$ cat src/rtl/oscillo_pkg.sv
// Shared types and constants for the acquisition readout path.
package oscillo_pkg;

    localparam int unsigned RD_LAT_MIN = 1;
    localparam int unsigned RD_LAT_MAX = 3;
    localparam int unsigned LAT_CNT_W  = 2;
    localparam logic [7:0]  HDR_SYNC   = 8'hAA;

    typedef enum logic [2:0] {
        ST_IDLE  = 3'd0,
        ST_HDR   = 3'd1,
        ST_ISSUE = 3'd2,
        ST_WAIT  = 3'd3,
        ST_SEND  = 3'd4,
        ST_DONE  = 3'd5
    } rd_state_e;

    // RAM read latency must fit the wait counter and the supported RAM configurations
    function automatic bit rd_lat_ok(input int unsigned lat);
        return (lat >= RD_LAT_MIN) && (lat <= RD_LAT_MAX);
    endfunction

endpackage

$ cat src/rtl/readout_addr_gen.sv
// Address generator for the readout: latches the readout window, walks samples and channels.
// READOUT_HEADER_EN: exposes latched start/mask for the header and reports emptiness from latched values.
module readout_addr_gen
    import oscillo_pkg::*;
#(
    parameter int unsigned RAM_WIDTH = 10,
    parameter int unsigned NCHAN     = 4,
    localparam int unsigned CH_W     = (NCHAN > 1) ? $clog2(NCHAN) : 1
) (
    input  logic                 clk,
    input  logic                 rst,
    input  logic                 load,
    input  logic                 advance,
    input  logic [RAM_WIDTH-1:0] wtp,
    input  logic [RAM_WIDTH-1:0] tp,
    input  logic [RAM_WIDTH-1:0] nsmp,
    input  logic [NCHAN-1:0]     chanmask,
`ifdef READOUT_HEADER_EN
    output logic [RAM_WIDTH-1:0] start_q,
    output logic [NCHAN-1:0]     mask_q,
`endif
    output logic [CH_W-1:0]      ch_q,
    output logic [RAM_WIDTH-1:0] addr_nxt_c,
    output logic                 empty_c,
    output logic                 last_c
);

`ifndef READOUT_HEADER_EN
    logic [RAM_WIDTH-1:0] start_q;
    logic [NCHAN-1:0]     mask_q;
`endif
    logic [RAM_WIDTH-1:0] start_d, nsmp_q, nsmp_d, k_q, k_d;
    logic [NCHAN-1:0]     mask_d;
    logic [CH_W-1:0]      ch_d, first_ch, nxt_ch;
    logic                 nxt_found, last_k;

    // Priority encoders: lowest channel of the incoming mask, next latched channel above ch_q
    always_comb begin
        first_ch  = '0;
        nxt_ch    = '0;
        nxt_found = 1'b0;
        for (int unsigned c = NCHAN; c > 0; c--) begin
            if (chanmask[c-1]) begin
                first_ch = CH_W'(c - 1);
            end
            if (mask_q[c-1] && ((c - 1) > 32'(ch_q))) begin
                nxt_ch    = CH_W'(c - 1);
                nxt_found = 1'b1;
            end
        end
    end

    // Sample/channel stepping and next read address (modulo RAM depth)
    always_comb begin
        start_d = start_q;
        mask_d  = mask_q;
        nsmp_d  = nsmp_q;
        ch_d    = ch_q;
        k_d     = k_q;
        last_k  = (k_q == (nsmp_q - RAM_WIDTH'(1)));
        if (load) begin
            start_d = wtp - tp;
            mask_d  = chanmask;
            nsmp_d  = nsmp;
            ch_d    = first_ch;
            k_d     = '0;
        end else if (advance) begin
            if (last_k) begin
                k_d = '0;
                if (nxt_found) begin
                    ch_d = nxt_ch;
                end
            end else begin
                k_d = k_q + RAM_WIDTH'(1);
            end
        end
        addr_nxt_c = start_d + k_d;
        last_c     = last_k && !nxt_found;
`ifdef READOUT_HEADER_EN
        empty_c    = (mask_q == '0) || (nsmp_q == '0);
`else
        empty_c    = (chanmask == '0) || (nsmp == '0);
`endif
    end

    // Latched readout window and position
    always_ff @(posedge clk or posedge rst) begin
        if (rst) begin
            start_q <= '0;
            mask_q  <= '0;
            nsmp_q  <= '0;
            ch_q    <= '0;
            k_q     <= '0;
        end else begin
            start_q <= start_d;
            mask_q  <= mask_d;
            nsmp_q  <= nsmp_d;
            ch_q    <= ch_d;
            k_q     <= k_d;
        end
    end

endmodule

$ cat src/rtl/sample_readout.sv
// Streams acquisition RAM contents to the host transmitter, one byte per sample per enabled channel.
// READOUT_HEADER_EN: prepend a 4-byte header (sync, mask, start high, start low).
module sample_readout
    import oscillo_pkg::*;
#(
    parameter int unsigned RAM_WIDTH = 10,
    parameter int unsigned NCHAN     = 4,
    parameter int unsigned RD_LAT    = 2
) (
    input  logic                 clk,
    input  logic                 rst,
    input  logic                 data_ready,
    input  logic                 start_read,
    input  logic [RAM_WIDTH-1:0] wraddress_triggerpoint,
    input  logic [RAM_WIDTH-1:0] triggerpoint,
    input  logic [RAM_WIDTH-1:0] nsmp,
    input  logic [NCHAN-1:0]     chanmask,
    output logic                 rden,
    output logic [RAM_WIDTH-1:0] rdaddress,
    input  logic [8*NCHAN-1:0]   ram_q,
    output logic [7:0]           tx_data,
    output logic                 tx_valid,
    input  logic                 tx_ready,
    output logic                 busy,
    output logic                 readout_done,
    output logic                 readout_abort
);

    localparam int unsigned CH_W = (NCHAN > 1) ? $clog2(NCHAN) : 1;

    if (!rd_lat_ok(RD_LAT)) begin : g_rd_lat_chk
        $error("sample_readout: RD_LAT outside supported range");
    end

    rd_state_e              state_q, state_d;
    logic [LAT_CNT_W-1:0]   wcnt_q, wcnt_d;
    logic [7:0]             tx_data_q, tx_data_d, ch_byte;
    logic                   tx_valid_q, tx_valid_d;
    logic                   rden_q, rden_d;
    logic [RAM_WIDTH-1:0]   rdaddress_q, rdaddress_d;
    logic                   busy_q, busy_d;
    logic                   done_q, done_d;
    logic                   abort_q, abort_d;
    logic                   load, advance, active, finishing;
    logic [CH_W-1:0]        ch_q;
    logic [RAM_WIDTH-1:0]   addr_nxt_c;
    logic                   empty_c, last_c;
`ifdef READOUT_HEADER_EN
    logic [2:0]             hdr_idx_q, hdr_idx_d;
    logic [7:0]             hdr_byte;
    logic [RAM_WIDTH-1:0]   start_q;
    logic [NCHAN-1:0]       mask_q;
`endif

    readout_addr_gen #(
        .RAM_WIDTH (RAM_WIDTH),
        .NCHAN     (NCHAN)
    ) u_addr_gen (
        .clk        (clk),
        .rst        (rst),
        .load       (load),
        .advance    (advance),
        .wtp        (wraddress_triggerpoint),
        .tp         (triggerpoint),
        .nsmp       (nsmp),
        .chanmask   (chanmask),
`ifdef READOUT_HEADER_EN
        .start_q    (start_q),
        .mask_q     (mask_q),
`endif
        .ch_q       (ch_q),
        .addr_nxt_c (addr_nxt_c),
        .empty_c    (empty_c),
        .last_c     (last_c)
    );

    // Select the current channel's byte from the RAM output bus
    always_comb begin
        ch_byte = 8'h00;
        for (int unsigned c = 0; c < NCHAN; c++) begin
            if (ch_q == CH_W'(c)) begin
                ch_byte = ram_q[8*c +: 8];
            end
        end
    end

`ifdef READOUT_HEADER_EN
    // Header byte for the current header index
    always_comb begin
        case (hdr_idx_q)
            3'd0:    hdr_byte = HDR_SYNC;
            3'd1:    hdr_byte = 8'(mask_q);
            3'd2:    hdr_byte = 8'(start_q >> 8);
            default: hdr_byte = 8'(start_q);
        endcase
    end
`endif

    // Next-state, tx register and status pulses
    always_comb begin
        state_d    = state_q;
        wcnt_d     = wcnt_q;
        tx_data_d  = tx_data_q;
        tx_valid_d = tx_valid_q;
        load       = 1'b0;
        advance    = 1'b0;
`ifdef READOUT_HEADER_EN
        hdr_idx_d  = hdr_idx_q;
`endif
        active     = (state_q == ST_HDR) || (state_q == ST_ISSUE) ||
                     (state_q == ST_WAIT) || (state_q == ST_SEND);
        finishing  = (state_q == ST_SEND) && tx_ready && last_c;
        case (state_q)
            ST_IDLE: begin
                if (start_read && data_ready && !busy_q) begin
                    load = 1'b1;
`ifdef READOUT_HEADER_EN
                    state_d   = ST_HDR;
                    hdr_idx_d = '0;
`else
                    state_d   = empty_c ? ST_DONE : ST_ISSUE;
`endif
                end
            end
`ifdef READOUT_HEADER_EN
            ST_HDR: begin
                if (tx_valid_q) begin
                    if (tx_ready) begin
                        tx_valid_d = 1'b0;
                        hdr_idx_d  = hdr_idx_q + 3'd1;
                    end
                end else if (hdr_idx_q < 3'd4) begin
                    tx_data_d  = hdr_byte;
                    tx_valid_d = 1'b1;
                end else begin
                    state_d = empty_c ? ST_DONE : ST_ISSUE;
                end
            end
`endif
            ST_ISSUE: begin
                wcnt_d  = '0;
                state_d = ST_WAIT;
            end
            ST_WAIT: begin
                if (wcnt_q == LAT_CNT_W'(RD_LAT - 1)) begin
                    tx_data_d  = ch_byte;
                    tx_valid_d = 1'b1;
                    state_d    = ST_SEND;
                end else begin
                    wcnt_d = wcnt_q + LAT_CNT_W'(1);
                end
            end
            ST_SEND: begin
                if (tx_ready) begin
                    tx_valid_d = 1'b0;
                    advance    = 1'b1;
                    state_d    = last_c ? ST_DONE : ST_ISSUE;
                end
            end
            ST_DONE: state_d = ST_IDLE;
            default: state_d = ST_IDLE;
        endcase
        // Losing data_ready aborts, unless this cycle completes the final byte
        abort_d = active && !data_ready && !finishing;
        if (abort_d) begin
            state_d    = ST_IDLE;
            tx_valid_d = 1'b0;
        end
        busy_d = (state_d != ST_IDLE);
        done_d = (state_d == ST_DONE);
    end

    // RAM read request for the sample about to be fetched
    always_comb begin
        rden_d      = (state_d == ST_ISSUE);
        rdaddress_d = rden_d ? addr_nxt_c : rdaddress_q;
    end

    // State and output registers
    always_ff @(posedge clk or posedge rst) begin
        if (rst) begin
            state_q     <= ST_IDLE;
            wcnt_q      <= '0;
            tx_data_q   <= '0;
            tx_valid_q  <= 1'b0;
            rden_q      <= 1'b0;
            rdaddress_q <= '0;
            busy_q      <= 1'b0;
            done_q      <= 1'b0;
            abort_q     <= 1'b0;
`ifdef READOUT_HEADER_EN
            hdr_idx_q   <= '0;
`endif
        end else begin
            state_q     <= state_d;
            wcnt_q      <= wcnt_d;
            tx_data_q   <= tx_data_d;
            tx_valid_q  <= tx_valid_d;
            rden_q      <= rden_d;
            rdaddress_q <= rdaddress_d;
            busy_q      <= busy_d;
            done_q      <= done_d;
            abort_q     <= abort_d;
`ifdef READOUT_HEADER_EN
            hdr_idx_q   <= hdr_idx_d;
`endif
        end
    end

    assign rden          = rden_q;
    assign rdaddress     = rdaddress_q;
    assign tx_data       = tx_data_q;
    assign tx_valid      = tx_valid_q;
    assign busy          = busy_q;
    assign readout_done  = done_q;
    assign readout_abort = abort_q;

endmodule
$ cat config.mk
export PLATFORM = sky130hd
export DESIGN_NAME = sample_readout
export DESIGN_NICKNAME = d
export VERILOG_FILES = /design/src/rtl/oscillo_pkg.sv /design/src/rtl/readout_addr_gen.sv /design/src/rtl/sample_readout.sv
export SDC_FILE = /design/constraint.sdc
export NUM_CORES = 1
export LEC_CHECK = 0
export BUFFER_PORTS_ARGS = -buffer_cell sky130_fd_sc_hd__buf_2
export CORE_MARGIN = 2
export CORE_UTILIZATION = 59
export DETAILED_ROUTE_END_ITERATION = 12
export PLACE_DENSITY = 0.95
export SETUP_SLACK_MARGIN = 0.05
export SYNTH_ARGS = -nofsm -noshare
export SYNTH_HDL_FRONTEND = slang
export SYNTH_SLANG_ARGS = --single-unit
$ cat constraint.sdc
create_clock -name clk -period 10.8 [get_ports clk]
set_clock_uncertainty 0.1 [all_clocks]
set_input_delay 0 -clock clk [delete_from_list [all_inputs] [get_ports clk]]
set_output_delay 0 -clock clk [all_outputs]
set_load 0.005 [all_outputs]
After elaboration in Yosys (flattened, before gate mapping)
Cells that the tools add are included.

word-level totals
  flip-flop bits (word level) = 64
  output and inout bits = 23

cells by class
  $add $sub $neg = 5
  order comparisons = 3
  equal/unequal tests = 14
  muxes and demuxes = 39
  reductions and logical operators = 32

operators by type and width
  kind                   count
  $mux 10                4
  $mux 8                 4
  $mux 2                 12
  $mux 3                 6
  $pmux 3 s4             1
  $add 10x1->10 const B  1
  $add 10x10->10         1
  $eq 10x10->1           1
  $logic_and 1x1->1      10
  $logic_not 10->1       1
  $mux 1                 10
  $sub 10x1->10 const B  1
  $sub 10x10->10         1
  $eq 3x2->1 const B     3
  $reduce_bool 2->1      4
  $eq 3x3->1 const B     2
  $reduce_and 3->1       2
  $reduce_bool 3->1      2
  $eq 2x1->1 const B     2
  $eq 2x2->1 const B     2
  $gt 2x2->1 const A     2
  $logic_not 1->1        4
  $logic_not 4->1        1
  $logic_or 1x1->1       4
  other kinds (11)       12

Longest topological paths before layout
Gate-level depths: netlist of the first run.

  depth after elaboration = 12
  mapped depth = 20

By module
From an unflattened synthesis of the first run, not the netlist that was laid out.

unflattened totals
  cells, all modules = 383
  area, all modules = 4075.2 sq um

by module, submodules not included
  module            instances  cells each  area each (sq um)  seq. area each (sq um)
  readout_addr_gen  1          277         2635.0             875.8
  sample_readout    1          106         1440.1             700.7

Worst setup path before layout of the first run
Ideal clock, no wire load.

  path type = reg-to-reg
  from = reg u_addr_gen.nsmp_q[0]
  to = reg rdaddress_q[9], in the netlist rdaddress[9]
  arrival = 4.110 ns
  data required time = 10.605 ns
  path slack = 6.494 ns
  stages on the path, launching flop included = 20
  period minus slack after synthesis = 4.306 ns
  path through = dfrtp_1 -> inv_1 -> ha_1 -> nor3b_1 -> a21oi_1 -> a31o_2 -> a2111oi_4 -> nand3_1 -> nand2_1 -> a21o_1 -> inv_1 -> ha_1 -> a21o_1 -> a221o_1 -> nor4_1 -> o41a_1 -> xnor2_1 -> a21o_1 -> a21oi_1 -> o31ai_1

on the way
  elaborated cells on any way between the ends = 15

RTL lines
  what                    line                    RTL
  from (decl)             readout_addr_gen.sv:32  logic [RAM_WIDTH-1:0] start_d, nsmp_q, nsmp_d, k_q, k_d;
  from (signal assigned)  readout_addr_gen.sv:97  nsmp_q <= nsmp_d;
  $sub 10x1->10           readout_addr_gen.sv:60  last_k = (k_q == (nsmp_q - RAM_WIDTH'(1)));
  $eq 10x10->1            readout_addr_gen.sv:60
  $mux 10                 readout_addr_gen.sv:68  if (last_k) begin
  $mux 10                 readout_addr_gen.sv:67  end else if (advance) begin
  $mux 10                 readout_addr_gen.sv:61  if (load) begin
  net u_addr_gen.k_d[1]   readout_addr_gen.sv:32
  $add 10x10->10          readout_addr_gen.sv:77  addr_nxt_c = start_d + k_d;
  to (signal assigned)    sample_readout.sv:200   rdaddress_q <= rdaddress_d;
  to (decl)               sample_readout.sv:40    logic [RAM_WIDTH-1:0] rdaddress_q, rdaddress_d;

The timed path passes the listed nets, and every way through them passes these cells.
A chain may end at the register's enable or synchronous reset.

Final worst setup path of the first run
Ends and elaborated chain as after synthesis.

==> results of run 1 <==
state kept, by name (all words and copies together), names as in the netlist:
register / flops
u_addr_gen.start_q: 10
rden: 1
state_q: 3
busy: 1
wcnt_q: 2
u_addr_gen.ch_q: 2
tx_data: 8
readout_abort: 1
u_addr_gen.k_q: 10
rdaddress: 10
u_addr_gen.mask_q: 3
tx_valid: 1
u_addr_gen.nsmp_q: 10
readout_done: 1
stage by stage:
stage / power [mW] / setup slack (ns) / instance area (um2) / util (%) / instances
after floorplan: 0.690 / 6.49 / 3970 / - / 419
after global placement: 0.795 / 6.16 / 4510 / 70.2 / 581
after detailed placement: 0.824 / 5.95 / 4510 / 70.2 / 581
after CTS: 1.03 / 5.86 / 4930 / 76.8 / 622
after global routing: 1.12 / 5.49 / 4930 / 76.8 / 622
final: 1.05 / 5.80 / 4930 / 76.8 / 622
cell type report:
type | count | share of cell area (%)
well taps | 77 | 1.95
clock buffers | 13 | 3.22
clock inverters | 3 | 0.355
flip-flops and latches | 63 | 32.0
repair buffers | 120 | 14.8
multi-input cells | 318 | 45.6
inverters | 28 | 2.13
cell usage in the layout (no fill, tap or decap), types with 17 or more instances in the layout:
cell	Yosys	layout
inv_1	28	27
xnor2_1	17	17
dfrtp_1	63	63
o21ai_0	24	24
nor2_1	32	32
xor2_1	21	21
ha_1	21	21
nand2_1	63	63
buf_2	0	93
dlygate4sd3_1	0	25
a21oi_1	20	20
metal layers:
layer,share of wire (%),up-vias,routed length (um)
li1,-,1716,-
met1,36,1814,4050
met2,51,225,5700
met3,7.6,68,857
met4,5.7,0,638
met5,0,-,0
synth_stat cells (8+ instances only):
library cell / number
xor2_1: 21
ha_1: 21
a21o_1: 10
a21oi_1: 20
nand2_1: 63
mux2_2: 10
nor2_1: 32
o21ai_0: 24
xnor2_1: 17
inv_1: 28
dfrtp_1: 63
mux4_2: 8
worst min path at each step:
stage	depth (start not counted)	slack, ns	endpoint
3_3_place_gp	3	0.11	u_addr_gen.nsmp_q[5]
4_1_cts	3	0.002	tx_data[6]
3_5_place_dp	3	0.11	u_addr_gen.nsmp_q[7]
6_report	3	-0.004	tx_data[6]
2_1_floorplan	2	0.005	u_addr_gen.mask_q[1]
5_1_grt	3	0.01	tx_data[6]
cells by family after synthesis:
group	count (synthesis)	share of synthesized area [%]
XOR/XNOR	38	8.38
adder cells (fa/ha/maj)	23	7.62
multiplexers	20	7.94
AND/OR/NAND/NOR	152	18.3
AO/OA/AOI/OAI	85	14.3
buffers and inverters	38	3.69
flip-flops	63	39.7
timing repair:
item / in CTS / in global routing
hold buffers: 25 / 0
endpoints found under the hold margin: 88 / 0
gates resized for setup: 0 / 0
power by group:
group | switching (mW) | total (mW) | internal [mW]
clock | 0.0929 | 0.188 | 0.0951
combinational | 0.246 | 0.457 | 0.212
sequential | 0.0850 | 0.407 | 0.322
total | 0.423 | 1.05 | 0.629
critical path, cell delays in order, from the launching register on:
cell	delay, ns
dfrtp_1	0.43
inv_1	0.09
ha_1	0.19
nor3b_1	0.51
a21oi_1	0.14
a31o_2	0.25
a2111oi_4	0.41
nand3_1	0.31
nand2_1	0.33
a21o_1	0.17
inv_1	0.07
ha_1	0.28
a21o_1	0.19
a221o_1	0.30
nor4_1	0.29
o41a_1	0.29
xnor2_1	0.16
nand3_1	0.11
a21oi_1	0.15
o31ai_1	0.08
==> out/qor.yml, run 1 <==
clock_network:
  post_cts_buffers: 0
  cts-root-buf: "clkbuf_8"
  ctsHtreeMaxLevel: 3
  cts_buffers: 9
  cts_tree: "done"
  clk_pin_slew_worst_paths_ns: 0.07
  cts_buffer_depth: 2
  clock_latency_ns: 0.36
  cts.sinks: 63
routing:
  wl_per_cell_um: 18.1
  dr.pass1.iters: 5
  ant_nets: 0
  dr_total_vias: 3823
  drt_iter0_markers: 369
  viasPerCell: 6.15
  drt-total-wl_um: 11200
  drc: 0
grt:
  use_met3_pct: 9.82
  grt_pass1_vias: 3903
  antenna_found_initial: 0
  grt.met1_usage_pct: 34.4
  grt_pass1_wl_um: 18400
  met2_usage_pct: 56.9
  top_usage_layer: "met2"
  grt_max_degree: 64
  grt_overflow: 0
  grtUsageTotal_pct: 32.6
sta:
  min_period_ns: 5.00
  setup_violations: 0
  slew_headroom_pct: 48.3
  hold_slack_ns: -0.00352
  tightestPinTransition_ns: 0.775
  setup_tns_ns: 0
  rsz0062_at_grt: "no"
  slew_violations: 0
  max_freq_mhz: 200
  hold_violations: 1
  finalCritPeriodShare_pct: 46.3
synthesis:
  ys_seq_area_share_pct: 39.7
  synthArstFlopShare_pct: 100
  synth.avg_cell_area_um2: 9.48
  ys_top_cells_by_area: "dfrtp_1 (40%), ha_1 (6.6%), nand2_1 (6.0%)"
  ys_ff_latch: 63
  synth_cells: 419
  synth.distinct_cells: 54
  netlist_area_um2: 3970
  synth_ff_type: "dfrtp_1"
  synthesis.nets: 513
  synthesis.yosys.warnings: 0
  synth.largest_area_cell: "dfrtp_1"
  synth_enable_flop_cells: 0
  synth_top_cell_area_share_pct: 39.7
pwr:
  peakVddDrop_uv: 143
  p_per_area_nw_per_um2: 213
  power_leakage_nw: 2.50
job:
  drv_cap: 0
critical_path:
  reg2reg_from: "u_addr_gen.nsmp_q[0]"
  crit_type: "flop to flop"
  rrSetupSlack_ns: 5.80
  r2r_end: "rdaddress[9]"
  reg2reg_depth: 19
  start_kind: "flop"
  worstPathMaxFanout: 9
  startpoint: "u_addr_gen.nsmp_q[0]"
  cp.required_ns: 10.92
  crit_arrival_ns: 5.12
  endpoint: "rdaddress[9]"
  crit_path_end_kind: "flop"
floorplanning:
  io_pins: 94
  die_area_um2: 7400
  core_area_um2: 6420
  die_w_um: 86.0
  start_util_pct: 61.8
  dieHeight_um: 86.0
  rows: 29
cells_and_area:
  final-seq-area_um2: 1580
  antenna_cells: 0
  final_net_count: 634
  drive_above_1_share_pct: 24.8
  syn_to_final_growth_pct: 24.2
  multi_input_area_um2: 2250
  fill_cells: 416
run_status:
  status: "complete, but fails checks"
  violations: "negative hold slack"
place:
  place_hpwl_um: 7430
  gp_congestion: 0.994
  numPortBuffers: 93
min_path:
  min_from: "ram_q[22]"
  holdCritPathClass: "input port to flop"
Power figures use the tool's default switching activity.
==> run 2: changes to the inputs <==
CORE_UTILIZATION = 54   (was 59)
PLACE_DENSITY = 0.88   (was 0.95)
clock period = 4.9 ns   (was 10.8 ns; I/O delays follow)
==> out/qor.yml, run 2 (synthesis gave the netlist of run 1 again) <==
run_status:
  status: "completed"
floorplanning:
  dieHeight_um: 89.8  # +4.3%
  rows: 31  # +6.9%
  die_w_um: 89.8  # +4.3%
  core_area_um2: 7180  # +12%
  io_pins: 94  # unchanged
  die_area_um2: 8060  # +8.8%
  start_util_pct: 55.3  # -6.5 points
critical_path:
  start_kind: "flop"
  crit_path_end_kind: "flop"
  cp.required_ns: 5.05  # -5.87 ns
  startpoint: "u_addr_gen.nsmp_q[4]"
  reg2reg_from: "u_addr_gen.nsmp_q[4]"
  rrSetupSlack_ns: 0.41  # -5.39 ns
  endpoint: "rdaddress[9]"
  crit_type: "flop to flop"
  crit_arrival_ns: 4.64  # -0.48 ns
  worstPathMaxFanout: 9  # unchanged
  r2r_end: "rdaddress[9]"
  reg2reg_depth: 17  # -2
sta:
  min_period_ns: 4.49  # -0.513 ns
  slew_headroom_pct: 47.1  # -1.3 points
  setup_tns_ns: 0  # unchanged
  max_freq_mhz: 223  # +11%
  hold_violations: 0  # -1
  rsz0062_at_grt: "no"
  slew_violations: 0  # unchanged
  tightestPinTransition_ns: 0.794  # +0.0189 ns
  setup_violations: 0  # unchanged
  finalCritPeriodShare_pct: 91.6  # +45 points
grt:
  grt_overflow: 0  # unchanged
  grt_pass1_vias: 3521  # -9.8%
  antenna_found_initial: 0  # unchanged
  grt_pass1_wl_um: 16300  # -11%
  grtUsageTotal_pct: 25.1  # -7.5 points
  grt_max_degree: 64  # unchanged
cells_and_area:
  final_net_count: 630  # -0.63%
  layout_common_cells: "buf_2 (93), dfrtp_1 (63), nand2_1 (62), nor2_1 (32), inv_1 (27)"
  mostFrequentLayoutCell: "buf_2"
  antenna_cells: 0  # unchanged
  final-seq-area_um2: 1580  # unchanged
  drive_above_1_share_pct: 25.9  # +1.1 points
  fill_cells: 544  # +31%
  syn_to_final_growth_pct: 23.8
  multi_input_area_um2: 2250  # +0.11%
clock_network:
  cts-root-buf: "clkbuf_8"
  cts.sinks: 63  # unchanged
  cts_buffers: 9  # unchanged
  cts_tree: "done"
  clock_latency_ns: 0.34  # -0.02 ns
  clk_pin_slew_worst_paths_ns: 0.07  # about the same
  ctsHtreeMaxLevel: 3  # unchanged
  cts_buffer_depth: 2  # unchanged
place:
  place_hpwl_um: 7170  # -3.5%
  numPortBuffers: 93  # unchanged
  gp_congestion: 0.928  # -6.6%
routing:
  dr_total_vias: 3537  # -7.5%
  drt_iter0_markers: 229  # -38%
  dr.pass1.iters: 4  # -1
  wl_per_cell_um: 15.3  # -15%
  ant_nets: 0  # unchanged
  drt-total-wl_um: 9780  # -13%
  drc: 0  # unchanged
  viasPerCell: 5.53  # -10%
pwr:
  peakVddDrop_uv: 236  # +65%
  p_per_area_nw_per_um2: 454  # +110%
  power.total_mw: 2.23  # +110%
  power_leakage_nw: 2.48  # -0.76%
min_path:
  holdCritPathClass: "input port to flop"
job:
  drv_cap: 0  # unchanged
[run 2: changes by cell type in the layout (fill, tap and decap cells not counted), sizes merged]
| cell | change |
|---|---|
| dlygate4sd3 | -7 |
| clkbuf | -2 |
| clkinv | +1 |
| clkinvlp | +1 |
| buf | +3 |
[run 2: where the power goes]
group	switching, mW	internal, mW
logic	0.498	0.454
registers	0.166	0.710
clock network	0.209	0.196
total	0.872	1.36
[run 2: worst min path at each step]
stage                                end  cells after the start        start  slack [ns]
CTS                           tx_data[6]                      3    ram_q[30]       0.003
floorplan           u_addr_gen.mask_q[1]                      2  chanmask[1]       0.005
detailed placement  u_addr_gen.nsmp_q[4]                      3      nsmp[4]        0.12
global placement    u_addr_gen.nsmp_q[5]                      3      nsmp[5]        0.11
global route                  tx_data[7]                      3     ram_q[7]        0.02
finish                        tx_data[6]                      3    ram_q[30]        0.01
[run 2: area by class of cell]
class / instances / share of cell area [%]
repair buffers: 116 / 13.9
flip-flops and latches: 63 / 32.1
inverters: 28 / 2.14
clock inverters: 5 / 0.687
well taps: 99 / 2.52
multi-input cells: 318 / 45.8
clock buffers: 11 / 2.88
[run 2: repair_timing]
item	4_1_cts	5_1_grt
hold buffers	18	0
hold endpoints to repair	85	0
gates resized for setup	0	1
setup endpoints to repair	0	1
setup buffers	0	0
[run 2: stage by stage]
stage / util [%] / area (um2) / worst slack (ns) / cells / hold slack [ns]
6_report: 68.5 / 4910 / 0.413 / 640 / 0.0120
5_1_grt: 68.5 / 4910 / 0.0905 / 640 / 0.0163
4_1_cts: 68.5 / 4910 / 0.375 / 640 / 0.00307
3_5_place_dp: 63.5 / 4560 / 0.385 / 606 / 0.116
3_3_place_gp: 63.5 / 4560 / 0.518 / 606 / 0.115
2_1_floorplan: - / 3970 / 0.594 / 419 / 0.00544
[run 2: per-layer routing]
metal | track usage (%) | routed length (um) | vias to the layer above
met4 | 10.9 | 268 | 0
met5 | 0 | 0 | -
met1 | 29.6 | 4110 | 1682
li1 | - | - | 1699
met3 | 6.45 | 575 | 29
met2 | 43.4 | 4830 | 127
[run 2: critical path, stage by stage, from the launching register on]
cell	delay (ns)
dfrtp_1	0.48
nor3_2	0.36
nand3b_1	0.12
a2111o_1	0.46
a2111oi_4	0.43
nand3_1	0.17
nand2_2	0.19
a21o_1	0.15
inv_1	0.07
ha_1	0.29
a21o_1	0.21
a221o_1	0.30
nor4_1	0.23
o41a_1	0.27
xnor2_1	0.16
a21o_1	0.11
a21oi_1	0.06
o31ai_1	0.21
